`src/rtl/scroll_ctrl.sv`:
```
// ============================================================================
// Module   : scroll_ctrl
// Brief    : Frame-synchronous vertical-scroll sequencer producing a row
//            offset from run/direction/home buttons and a speed select.
// Revision : 1.0 - initial release
// ============================================================================
`default_nettype none

module scroll_ctrl #(
    parameter int ROWS   = 240,
    parameter int H_LAST = 639,
    parameter int V_LAST = 479
) (
    input  logic       clk,
    input  logic       rst_n,
    input  logic [9:0] h_cnt,
    input  logic [9:0] v_cnt,
    input  logic       btn_run,
    input  logic       btn_dir,
    input  logic       btn_home,
    input  logic [1:0] speed,
    output logic [7:0] offset,
    output logic       dir,
    output logic       scrolling,
    output logic       step_pulse,
    output logic       home_done
);

    localparam logic [7:0] c_ROW_LAST = 8'(ROWS - 1);
    localparam logic [7:0] c_ROW_HALF = 8'(ROWS / 2);
    localparam logic [9:0] c_H_LAST   = 10'(H_LAST);
    localparam logic [9:0] c_V_LAST   = 10'(V_LAST);

    typedef enum logic [1:0] {
        ST_STOP = 2'd0,
        ST_RUN  = 2'd1,
        ST_HOME = 2'd2
    } state_t;

    state_t     r_state, w_state_nxt;
    logic [7:0] r_offset, w_offset_nxt;
    logic [2:0] r_frame_cnt, w_frame_nxt;
    logic       r_dir, w_dir_nxt;
    logic       r_tick_d, r_step, r_home_done, r_scrolling;
    logic       w_tick, w_fev, w_step_nxt, w_home_done_nxt;
    logic [2:0] w_limit;
    logic [7:0] w_home_step;

    function automatic logic [7:0] f_step(input logic [7:0] cur, input logic down);
        if (down)
            return (cur == 8'd0) ? c_ROW_LAST : cur - 8'd1;
        else
            return (cur == c_ROW_LAST) ? 8'd0 : cur + 8'd1;
    endfunction

    // Edge-detect the last visible pixel so counters holding still give one event per frame
    assign w_tick      = (h_cnt == c_H_LAST) && (v_cnt == c_V_LAST);
    assign w_fev       = w_tick & ~r_tick_d;
    assign w_limit     = 3'((4'd1 << speed) - 4'd1);
    assign w_home_step = f_step(r_offset, r_offset < c_ROW_HALF);

    always_comb begin
        w_state_nxt     = r_state;
        w_offset_nxt    = r_offset;
        w_dir_nxt       = r_dir;
        w_frame_nxt     = r_frame_cnt;
        w_step_nxt      = 1'b0;
        w_home_done_nxt = 1'b0;

        case (r_state)
            ST_RUN: begin
                if (w_fev) begin
                    if (r_frame_cnt >= w_limit) begin
                        w_offset_nxt = f_step(r_offset, r_dir);
                        w_step_nxt   = 1'b1;
                        w_frame_nxt  = 3'd0;
                    end else begin
                        w_frame_nxt = r_frame_cnt + 3'd1;
                    end
                end
            end
            ST_HOME: begin
                if (w_fev) begin
                    w_offset_nxt = w_home_step;
                    w_step_nxt   = 1'b1;
                    if (w_home_step == 8'd0) begin
                        w_state_nxt     = ST_STOP;
                        w_home_done_nxt = 1'b1;
                    end
                end
            end
            default: w_frame_nxt = 3'd0;
        endcase

        // Commands act on top of this cycle's step, which already used the old state/dir
        if (r_state != ST_HOME) begin
            if (btn_home) begin
                w_frame_nxt = 3'd0;
                if (w_offset_nxt != 8'd0) begin
                    w_state_nxt = ST_HOME;
                end else begin
                    w_state_nxt     = ST_STOP;
                    w_home_done_nxt = 1'b1;
                end
            end else if (btn_run) begin
                if (r_state == ST_RUN) begin
                    w_state_nxt = ST_STOP;
                    w_frame_nxt = 3'd0;
                end else begin
                    w_state_nxt = ST_RUN;
                end
            end
            if (btn_dir && (w_state_nxt != ST_HOME))
                w_dir_nxt = ~r_dir;
        end
    end

    always_ff @(posedge clk) begin
        if (!rst_n) begin
            r_state     <= ST_STOP;
            r_offset    <= 8'd0;
            r_dir       <= 1'b0;
            r_frame_cnt <= 3'd0;
            r_tick_d    <= 1'b0;
            r_step      <= 1'b0;
            r_home_done <= 1'b0;
            r_scrolling <= 1'b0;
        end else begin
            r_state     <= w_state_nxt;
            r_offset    <= w_offset_nxt;
            r_dir       <= w_dir_nxt;
            r_frame_cnt <= w_frame_nxt;
            r_tick_d    <= w_tick;
            r_step      <= w_step_nxt;
            r_home_done <= w_home_done_nxt;
            r_scrolling <= (w_state_nxt != ST_STOP);
        end
    end

    assign offset     = r_offset;
    assign dir        = r_dir;
    assign scrolling  = r_scrolling;
    assign step_pulse = r_step;
    assign home_done  = r_home_done;

endmodule

`default_nettype wire

```
`config.mk`:
```
export PLATFORM = sky130hd
export DESIGN_NAME = scroll_ctrl
export DESIGN_NICKNAME = d
export VERILOG_FILES = /design/src/rtl/scroll_ctrl.sv
export SDC_FILE = /design/constraint.sdc
export NUM_CORES = 1
export LEC_CHECK = 0
export BUFFER_PORTS_ARGS = -buffer_cell sky130_fd_sc_hd__buf_4
export CORE_AREA = 2 2 74 69
export DETAILED_ROUTE_END_ITERATION = 8
export DIE_AREA = 0 0 76 71
export REMOVE_ABC_BUFFERS = 1
export SKIP_CTS_REPAIR_TIMING = 1
export SLEW_MARGIN = 20
export SYNTH_ARGS = -nofsm -noshare
export SYNTH_HDL_FRONTEND = slang
export SYNTH_SLANG_ARGS = --single-unit
```
`constraint.sdc`:
```
create_clock -name clk -period 3.5 [get_ports clk]
set_clock_uncertainty 0.2 [all_clocks]
set_input_delay 0.35 -clock clk [delete_from_list [all_inputs] [get_ports clk]]
set_output_delay 0.35 -clock clk [all_outputs]
set_load 0.01 [all_outputs]
```
Yosys cells after proc, flatten, opt, wreduce, memory -nomap -nowiden
Cells that the tools add are included.
{"block": "totals", "ff_bits": 18, "out_inout_bits": 12, "input_bits": 27}
{"block": "classes", "addsub": 4, "reduce_logical": 7, "mux": 34, "eq_ne": 7, "n_shift": 1, "magnitude_cmp": 2, "n_bitwise": 3}
{"cell": "8-bit 2-to-1 mux", "n": 7}
{"cell": "3-bit 2-to-1 mux", "n": 6}
{"cell": "8-bit zero test", "n": 2}
{"cell": "2-bit 2-to-1 mux", "n": 8}
{"cell": "8-bit one-hot mux with 2 select lines", "n": 1}
{"cell": "10-bit == test, second input constant", "n": 1}
{"cell": "10-bit by 9-bit == test with 1-bit output, second input constant", "n": 1}
{"cell": "1-bit 2-to-1 mux", "n": 10}
{"cell": "8-bit by 1-bit adder with 8-bit output, second input constant", "n": 1}
{"cell": "8-bit == test, second input constant", "n": 1}
{"cell": "8-bit by 7-bit < comparator with 1-bit output, second input constant", "n": 1}
{"cell": "8-bit nonzero test", "n": 1}
{"cell": "8-bit by 1-bit subtractor with 8-bit output, second input constant", "n": 1}
{"cell": "3-bit one-hot mux with 2 select lines", "n": 1}
{"cell": "2-bit != test, second input constant", "n": 2}
{"cell": "3-bit by 1-bit adder with 3-bit output, second input constant", "n": 1}
{"cell": "3-bit >= comparator", "n": 1}
{"cell": "1-bit by 2-bit left shift with 3-bit output, first input constant", "n": 1}
{"cell": "3-bit by 1-bit subtractor with 3-bit output, second input constant", "n": 1}
{"cell": "2-bit by 1-bit == test with 1-bit output, second input constant", "n": 1}
{"cell": "2-bit == test, second input constant", "n": 1}
{"cell": "1-bit logical AND", "n": 2}
{"cell": "1-bit NOT", "n": 2}
{"cell": "1-bit one-hot mux with 2 select lines", "n": 1}
{"cell": "3 further kinds", "n": 3}

Depth between registers and ports, before layout
{"block": "logic_depth", "word_depth": 13, "mapped_depth": 11}

Worst setup path after synthesis
No wires, ideal clock.
{"block": "synth_path", "path_kind": "register to register", "startpoint": "register r_offset[0] (netlist: offset[0])", "endpoint": "register r_scrolling (netlist: scrolling)", "path_stages_with_launch": 12, "arrival_time_ps": 2582, "setup_slack_ps": 587, "synth_period_minus_slack_ps": 2913, "cell_sequence": "dfxtp_1 > inv_1 > ha_1 > nor2b_1 > a211oi_1 > o32ai_2 > or3_1 > a2111o_1 > nand2_1 > a2bb2oi_2 > o22a_2 > a21oi_2"}
{"block": "synth_via", "elab_chain_len": 12, "elab_cells_between_ends": 24, "classes_between": "2 x add/sub; 1 x order compare; 1 x eq/ne; 16 x mux; 4 x reduce/logical"}
{"item": "start: declaration", "line_no": "41", "source": "logic [7:0] r_offset, w_offset_nxt;"}
{"item": "start signal: assignment", "line_no": "130", "source": "r_offset <= w_offset_nxt;"}
{"item": "8-bit by 1-bit adder with 8-bit output (tied with other cells)", "line_no": "53", "source": "return (cur == c_ROW_LAST) ? 8'd0 : cur + 8'd1;"}
{"item": "8-bit 2-to-1 mux, on equally long branches", "line_no": "53, 51"}
{"item": "8-bit 2-to-1 mux", "line_no": "50", "source": "if (down)"}
{"item": "8-bit 2-to-1 mux / 8-bit zero test (equally long branches)", "line_no": "73, 86"}
{"item": "8-bit 2-to-1 mux / 2-bit 2-to-1 mux (equally long branches)", "line_no": "72, 86"}
{"item": "8-bit one-hot mux with 2 select lines / 2-bit 2-to-1 mux (equally long branches)", "line_no": "70, 83"}
{"item": "8-bit nonzero test / 2-bit 2-to-1 mux (equally long branches)", "line_no": "99, 70"}
{"item": "2-bit 2-to-1 mux, on equally long branches", "line_no": "99, 105"}
{"item": "2-bit 2-to-1 mux", "line_no": "97", "source": "if (btn_home) begin"}
{"item": "2-bit 2-to-1 mux", "line_no": "96", "source": "if (r_state != ST_HOME) begin"}
{"item": "2-bit 2-to-1 mux (*)", "line_no": "96"}
{"item": "2-bit nonzero test (*)", "line_no": "136", "source": "r_scrolling <= (w_state_nxt != ST_STOP);"}
{"item": "end signal: assignment", "line_no": "136"}
{"item": "end: declaration", "line_no": "44", "source": "logic r_tick_d, r_step, r_home_done, r_scrolling;"}
Mark *: on every way between the ends. The rest lies on a longest branch, timed or not. The select of a mux whose other input is x is not followed.
A chain may end at the register's enable or synchronous reset.

Final worst setup path
Same ends and word-level chain as after synthesis.

==> reports/results.txt <==
CTS Root Cell: clkbuf_8
Worst EP required: 3.42 ns
Final Max Tran Viols: 0
Area grow syn2layout: 24.25%
ANT nets after route: 0
Async S/R FF share, synth: 0%
Initial antenna violation count: 0
Max H-tree Level: 1
Worst r2r dst: scrolling
VDD IR max: 0.1334 mV
Vias in the first global route: 1823
GPL Wtd Cong: 0.9346
Critical path startpoint category: flop
Leak: 0.8846 nW
Max Cap Viol: 0
GRT Overall Usage: 19.70%
Iter 0 DRT Violations: 327
Part of the cycle the worst path needs: 91.63%
Drt total wl: 5388 um
Die W: 76 um
Clk Latency, worst-skew pair: 0.25 ns
EDFF count, synth: 0
Min Clock Period, post-route: 3.207 ns
Clk slew on worst S/H paths: 0.08 ns
IO buf count: 38
Synth top area share: 20.18%
Fmax achieved: 0.3118 GHz
CTS tree: built
Status: complete, no violations
Critical path endpoint category: flop
Post-Syn Area: 1785 um^2
Die Span Y: 71 um
Final count of negative-setup-slack endpoints: 0
Final Instance Area: 2218 um^2
Routed len/inst: 15.80 um
Worst rel slew slack: 62.97%
TritonCTS buffer count: 3
Yosys reg bits: 18
Final count of hold timing violations: 0
Num Clock Sinks: 18
Setup_tns: 0 ns
Antenna diodes: 0
Unrepaired setup endpoints after global routing: no
Post-synthesis cell type count: 64
Hold WS: 0.1508 ns
Worst min path class: primary input to flop
Most frequent cells in the layout: buf_4 (47), nor2_1 (27), nand2_1 (21), dfxtp_1 (18), a21oi_1 (13)
Fin nets: 313
Effective utilization at floorplan: 38.36%
Worst Reg-to-Reg Cells: 11
Post-synth top area cell: dfxtp_1
CTS Buffer Depth: 2
HPWL after DPL: 4106 um
Grt total ovfl: 0
1st-pass router iterations: 6
R2R setup slack: 0.29 ns
Seq/Total Area, Yosys: 20.18%
Layout cells sized above 1: 23.55%
Crit path DAT: 3.13 ns
Critical Path Sink: scrolling
Via Count: 2031
Area contributors post-synth: dfxtp_1 (20%), ha_1 (6.3%), nor2_1 (5.7%)
Total die area: 5396 um^2
Commonest non-fill, non-tap cell in the layout: buf_4
Syn. warnings: 0
Pwr/cell area: 216.6 nW/um^2
IO Pins: 39
Row cnt: 24
Syn Area/Cell: 7.534 um^2
Residual DRC: 0
Main synth FF type: dfxtp_1
Worst-Margin Slew: 0.5555 ns
DR vias/cell: 5.956
CP max FO: 8
FF-to-FF Start: offset[0]
Placed inst area: 2163 um^2
First-pass GRT wire length: 8811 um
Core area: 4654 um^2
WS Path Type: flop to flop
Crit path launch: offset[0]
Largest net degree at the start of global routing: 16
Mapped Cells: 237
==> how the worst min path moves through the flow <==
stage,from,endpoint,slack [ns],cells past startpoint
final,rst_n,offset[4],0.15,2
after global routing,rst_n,offset[4],0.17,2
after CTS,rst_n,offset[4],0.15,2
after detailed placement,r_frame_cnt[0],r_frame_cnt[0],0.34,2
after global placement,r_frame_cnt[0],r_frame_cnt[0],0.34,2
after floorplan,rst_n,offset[4],0.27,1
==> flip-flops by register name, summed over array words and instances, names as in the netlist <==
register	flops
r_tick_d	1
scrolling	1
step_pulse	1
offset	8
r_state	2
home_done	1
r_frame_cnt	3
dir	1
==> report_power, final <==
group	leakage, nW	internal, mW	switching (mW)
clock	0.0288	0.0999	0.0759
sequential	0.146	0.209	0.00730
combinational	0.710	0.0440	0.0444
total	0.885	0.353	0.128
==> cell type report <==
type	count	area (um^2)
clock buffer	4	55.05
inverter	12	45.04
fill	474	2436
timing repair buffer	47	352.8
sequential	18	360.3
multi-input combinational	195	1324
tap	65	81.33
==> critical path, cell delays in order, from the launching register on <==
cell and delay (ns):
dfxtp_1 0.47, inv_1 0.15, ha_1 0.31, nor2b_1 0.19, a211oi_1 0.30, o32ai_2 0.15
or3_1 0.37, a2111o_1 0.46, nand2_1 0.13, a2bb2oi_2 0.13, o22a_2 0.16, a21oi_2 0.05
==> stage by stage <==
stage / total power, mW / cells / worst slack (ns) / utilization (%)
2_1_floorplan: 0.2647 / 225 / 0.5673 / -
3_3_place_gp: 0.3086 / 337 / 0.3393 / 46.48
3_5_place_dp: 0.3092 / 337 / 0.3439 / 46.48
4_1_cts: 0.4868 / 341 / 0.3254 / 47.66
5_1_grt: 0.5061 / 341 / 0.08809 / 47.66
6_report: 0.4804 / 341 / 0.2930 / 47.66
==> synth_stat cells, drive strengths merged, types with 3 or more instances <==
| master | n |
|---|---|
| nand2 | 21 |
| a211oi | 3 |
| o211ai | 6 |
| nor3 | 9 |
| buf | 7 |
| clkbuf | 5 |
| nor2b | 3 |
| o22ai | 6 |
| a21oi | 14 |
| nand3 | 9 |
| dfxtp | 18 |
| xnor2 | 3 |
| nor2 | 27 |
| inv | 11 |
| o21ai | 10 |
| mux2i | 3 |
| a32oi | 3 |
| nand4b | 3 |
| a31oi | 4 |
| xor2 | 5 |
| nor3b | 3 |
| nand4 | 6 |
| a22oi | 6 |
| ha | 9 |
==> routing by layer <==
metal	GRT usage [%]	part of all wire (%)	up-vias
met1	28.46	46	938
li1	-	-	980
met5	0	0	-
met4	3.434	0.87	0
met2	32.14	45	105
met3	2.423	8.2	8
==> kinds of logic (layout without fill, tap and decap cells) <==
group	Yosys count	count (layout)	synth area share, %
flip-flops	18	18	20.18
XOR/XNOR	8	8	3.924
multiplexers	4	4	2.313
buffers and inverters	24	63	5.676
AND/OR/NAND/NOR	98	98	30.06
adder cells (fa/ha/maj)	9	9	6.307
AO/OA/AOI/OAI	76	76	31.53
(Power assumes the default switching activity.)
